<file path="src/rtl/seq_detect_param_if.sv">
// Serial-bit bus for seq_detect_param: enable, flush, data bit, match flag and
// optional match count (present only when SEQ_DET_CNT_EN is defined).
interface seq_detect_param_if #(
   parameter int CNT_W = 8
);
   logic en;
   logic clr;
   logic x;
   logic y;
`ifdef SEQ_DET_CNT_EN
   logic [CNT_W-1:0] match_cnt;

   modport master (output en, output clr, output x, input y, input match_cnt);
   modport slave  (input en, input clr, input x, output y, output match_cnt);
`else
   modport master (output en, output clr, output x, input y);
   modport slave  (input en, input clr, input x, output y);
`endif
endinterface

</file>
<file path="src/rtl/seq_detect_param.sv">
// Parametrised serial pattern detector with a Mealy match flag.
// Optional saturating match counter enabled by defining SEQ_DET_CNT_EN.
module seq_detect_param #(
   parameter int             LEN     = 5,
   parameter logic [LEN-1:0] PATTERN = 5'b11011,
   parameter bit             OVERLAP = 1'b1,
   parameter int             CNT_W   = 8
) (
   input logic               clk,
   input logic               rst,
   seq_detect_param_if.slave bus
);

   localparam int             FILL_W   = (LEN > 2) ? $clog2(LEN) : 1;
   localparam logic [FILL_W-1:0] FILL_MAX = FILL_W'(LEN - 1);

   typedef enum logic {
      FILLING = 1'b0,
      ARMED   = 1'b1
   } state_t;

   state_t             state;
   logic [FILL_W-1:0]  fill;
   logic [LEN-2:0]     hist;
   logic [LEN-1:0]     window;
   logic               match;
   logic               take;

   // The incoming bit joins the history as the LSB; the MSB of the window is the oldest bit.
   assign window = {hist, bus.x};
   assign match  = (state == ARMED) && (window == PATTERN);
   assign take   = bus.en & ~bus.clr & ~rst;
   assign bus.y  = take & match;

   always_ff @(posedge clk) begin
      if (rst || bus.clr) begin
         state <= FILLING;
         fill  <= '0;
         hist  <= '0;
      end else if (bus.en) begin
         hist <= window[LEN-2:0];
         if (state == FILLING) begin
            fill <= fill + 1'b1;
            if (fill + 1'b1 == FILL_MAX) begin
               state <= ARMED;
            end
         end else if (match && !OVERLAP) begin
            // Stale bits remain in hist; fill decides when they count again.
            state <= FILLING;
            fill  <= '0;
         end
      end
   end

`ifdef SEQ_DET_CNT_EN
   logic [CNT_W-1:0] cnt;

   always_ff @(posedge clk) begin
      if (rst) begin
         cnt <= '0;
      end else if (bus.y && (cnt != {CNT_W{1'b1}})) begin
         cnt <= cnt + 1'b1;
      end
   end

   assign bus.match_cnt = cnt;
`endif

endmodule

</file>
<file path="src/flat_wrapper.sv">
// flat-port wrapper written by rule: the top's interface ports become plain ports
module seq_detect_param_flat 
#(
   parameter int             LEN     = 5,
   parameter logic [LEN-1:0] PATTERN = 5'b11011,
   parameter bit             OVERLAP = 1'b1,
   parameter int             CNT_W   = 8
)
  (clk, rst, bus_en, bus_clr, bus_x, bus_y);
  seq_detect_param_if #(.CNT_W(CNT_W)) bus_i ();
  input logic clk;
  input logic rst;
  input wire logic [$bits(bus_i.en)-1:0] bus_en;
  input wire logic [$bits(bus_i.clr)-1:0] bus_clr;
  input wire logic [$bits(bus_i.x)-1:0] bus_x;
  output wire logic [$bits(bus_i.y)-1:0] bus_y;
  assign bus_i.en = bus_en;
  assign bus_i.clr = bus_clr;
  assign bus_i.x = bus_x;
  assign bus_y = bus_i.y;
  seq_detect_param #(.LEN(LEN), .PATTERN(PATTERN), .OVERLAP(OVERLAP), .CNT_W(CNT_W)) u_core (.clk(clk), .rst(rst), .bus(bus_i));
endmodule
</file>
<file path="config.mk">
export PLATFORM = sky130hd
export DESIGN_NAME = seq_detect_param_flat
export DESIGN_NICKNAME = d
export VERILOG_FILES = /design/src/rtl/seq_detect_param_if.sv /design/src/rtl/seq_detect_param.sv /design/src/flat_wrapper.sv
export SDC_FILE = /design/constraint.sdc
export NUM_CORES = 1
export LEC_CHECK = 0
export ABC_AREA = 0
export BUFFER_PORTS_ARGS = -buffer_cell sky130_fd_sc_hd__clkbuf_2
export CORE_AREA = 2 2 39 41
export CTS_CLUSTER_DIAMETER = 80
export CTS_CLUSTER_SIZE = 30
export DETAILED_ROUTE_END_ITERATION = 16
export DIE_AREA = 0 0 41 43
export PLACE_DENSITY_LB_ADDON = 0.12
export SLEW_MARGIN = 25
export SYNTH_ARGS = -nofsm -noshare
export SYNTH_HDL_FRONTEND = slang
export SYNTH_SLANG_ARGS = --single-unit
export TNS_END_PERCENT = 5
</file>
<file path="constraint.sdc">
create_clock -name clk -period 1.06 [get_ports clk]
set_input_delay 0.053 -clock clk [delete_from_list [all_inputs] [get_ports clk]]
set_output_delay 0.053 -clock clk [all_outputs]
set_load 0.01 [all_outputs]
</file>
==> run metrics <==
status=completed; CTS tree=done; Achievable Freq=954.7 MHz; Vias per Instance=4.186; total power=0.5691 mW; Setup crit start kind=flip-flop; final hold vios=0; post-route ant nets=0; CP Class=reg2out; clock power share=38.9%; synthesized cell area=371.6 um2; routed wire length=637 um; fin nets=52; largest net degree at the start of global routing=9; Hold Path Sink=u_core.hist[0]; largest area contributor in the netlist=dfxtp_1; crit path max fanout=3; Worst Clk Skew=0.6654 ps; Final Core Density=31.56%; GRT Residual Overflow=0; drt wl/cell=10.80 um; clock transition at the registers of the reported paths=50 ps; Overall Global Routing Usage=9.557%; Starting Density=26.85%; ys async rst share=0%; Setup Viol. Count Final=0; # DRC=0; PortBufs=5; I/O Pins=6; Placement Cell Area=401.6 um2; worst endpoint required time=1010 ps; Int Power=0.4532 mW; DRT Pass-1 Iters=3; Synthesis Warnings=0; share of the synthesized area in the top cell type=43.10%; num rows=14; RSZ-0062 raised after global routing=true; Cell variety after synth=14; Cells after Synth=35; Seq/Total Area, Yosys=43.10%; clk buf depth=2; Post-Syn Nets=42; Die X=41 um; fin crit period=1047 ps; Die Ht=43 um; worst path arrival time=990 ps; layout cell share with drive strength beyond 1=32.56%; Post-synth top cells=dfxtp_1, nor2_1, mux2i_1; FF+latch area=165.2 um2; Worst-Margin Slew=204.9 ps; Post-Layout Inst Area=436.7 um2; FF-to-FF setup slack=30 ps; Combinational Power Share=7.2%; DIE AREA=1763 um2; Seq cells post-synth=8; Net Sw Frac=20.37%; GP Congestion=0.5753; Buf/Inv on CP=1; # clock sinks=8; crit path cell chain=nand4b_1, nor3_2, buf_2; clk root buf=clkbuf_4; PD cells=1303 nW/um2; tightest hold margin=83.70 ps; vias in the first global route=270; final period utilization=98.82%; Mean Syn Cell Area=10.62 um2; Critical-path top delay cell=dfxtp_2; CTS Hold Bufs=0; leak pwr=0.1970 nW; number of synthesized flops with an enable pin=0; fin. max-slew vios=0; min-delay src=bus_x; Primary FF master, synth=dfxtp_1; Ant. Diodes=0; maximum VDD drop=0.5135 mV; part of the power in registers=53.9%; Max Cap Viol=0; DR vias=247; Detailed Place HPWL=492.7 um; family with the most delay on the worst path=flip-flops; initial antenna violation count=0; # H-tree levels=1; initial drt markers=4; hold path depth=3; Core ar.=1384 um2; P&R area growth vs syn=17.51%; Max stage delay on crit path=320 ps; Switch Pwr=0.1159 mW; reg-to-reg startpoint=u_core.fill[0]; first-pass GRT wire length=1090 um; Hold Path Class=in2reg; Multi-input gate area=188.9 um2; CTS buffer count=3; CP Capture Type=output pin; Clock Latency Late Sink=240 ps; TNS Setup=0 ps; path depth of the worst reg2reg path=4; Layout fillers=155; synth top area cells=dfxtp_1, mux2i_1, nor2_1; Max-slew headroom=86.34%; worst r2r dst=u_core.state
-- per-stage QoR --
stage          setup slack [ps]  cells
2_1_floorplan             90.02     35
3_3_place_gp              61.88     55
3_5_place_dp              39.22     55
4_1_cts                  -14.43     59
5_1_grt                  -77.17     59
6_report                  12.52     59
-- logic make-up after synthesis --
family / Yosys count / synth area share [%]
AO/OA/AOI/OAI: 1 / 1.685
XOR/XNOR: 3 / 7.072
adder cells (fa/ha/maj): 2 / 6.733
buffers and inverters: 2 / 6.060
flip-flops: 8 / 43.10
multiplexers: 5 / 13.47
AND/OR/NAND/NOR: 14 / 21.89
-- worst min-delay path, cell delays in order --
cell and delay [ps]:
clkbuf_2 90, mux2i_1 60, nor2_1 90
-- layout make-up --
type	count	share of cell area, %
clock buffers	3	5.158
multi-input cells	25	43.27
flip-flops and latches	8	37.82
well taps	16	4.585
repair buffers	7	9.169
-- worst max-delay path by stage --
stage,start,to,slack (ps),depth (start not counted)
after floorplan,u_core.fill[0],u_core.state,90,4
after global placement,u_core.fill[0],u_core.state,60,4
after detailed placement,u_core.fill[0],u_core.state,40,4
after CTS,u_core.hist[1],bus_y,-10,3
after global routing,u_core.hist[1],bus_y,-80,3
final,u_core.hist[1],bus_y,10,3
-- flip-flops by register name, summed over array words and instances, names as in the netlist --
register and count:
u_core.fill 3, u_core.hist 4, u_core.state 1
-- cells in the final DEF (no fill, tap or decap) --
master	n
a31oi_1	1
buf_2	1
buf_4	2
clkbuf_2	4
clkbuf_4	3
dfxtp_1	6
dfxtp_2	1
dfxtp_4	1
ha_1	2
mux2i_1	5
nand3_1	1
nand3b_1	1
nand4b_1	1
nor2_1	8
nor2b_4	1
nor3_2	1
or2_1	1
xnor2_1	1
xor2_1	2
-- routing by layer --
layer / wire length (um) / track usage (%) / vias to the layer above / part of all wire (%)
li1: - / - / 132 / -
met1: 277 / 11.65 / 111 / 43
met2: 332 / 13.75 / 4 / 52
met3: 27 / 4.712 / 0 / 4.2
met4: 0 / 4.000 / 0 / 0
met5: 0 / 0 / - / 0
-- power by group through the flow --
stage | Combinational, mW | Sequential, mW | Clock (mW)
after floorplan | 0.0342 | 0.315 | 0
after global placement | 0.0391 | 0.315 | 0
after global routing | 0.0455 | 0.307 | 0.244
final | 0.0408 | 0.307 | 0.221
after detailed placement | 0.0412 | 0.316 | 0
after CTS | 0.0415 | 0.307 | 0.238
-- timing repair --
item / CTS / global route
setup buffers: 1 / 0
endpoints found under the setup margin: 1 / 2
pin swaps: 1 / 0
gates resized for setup: 3 / 1
No activity file was read; power rests on OpenSTA's default activity.
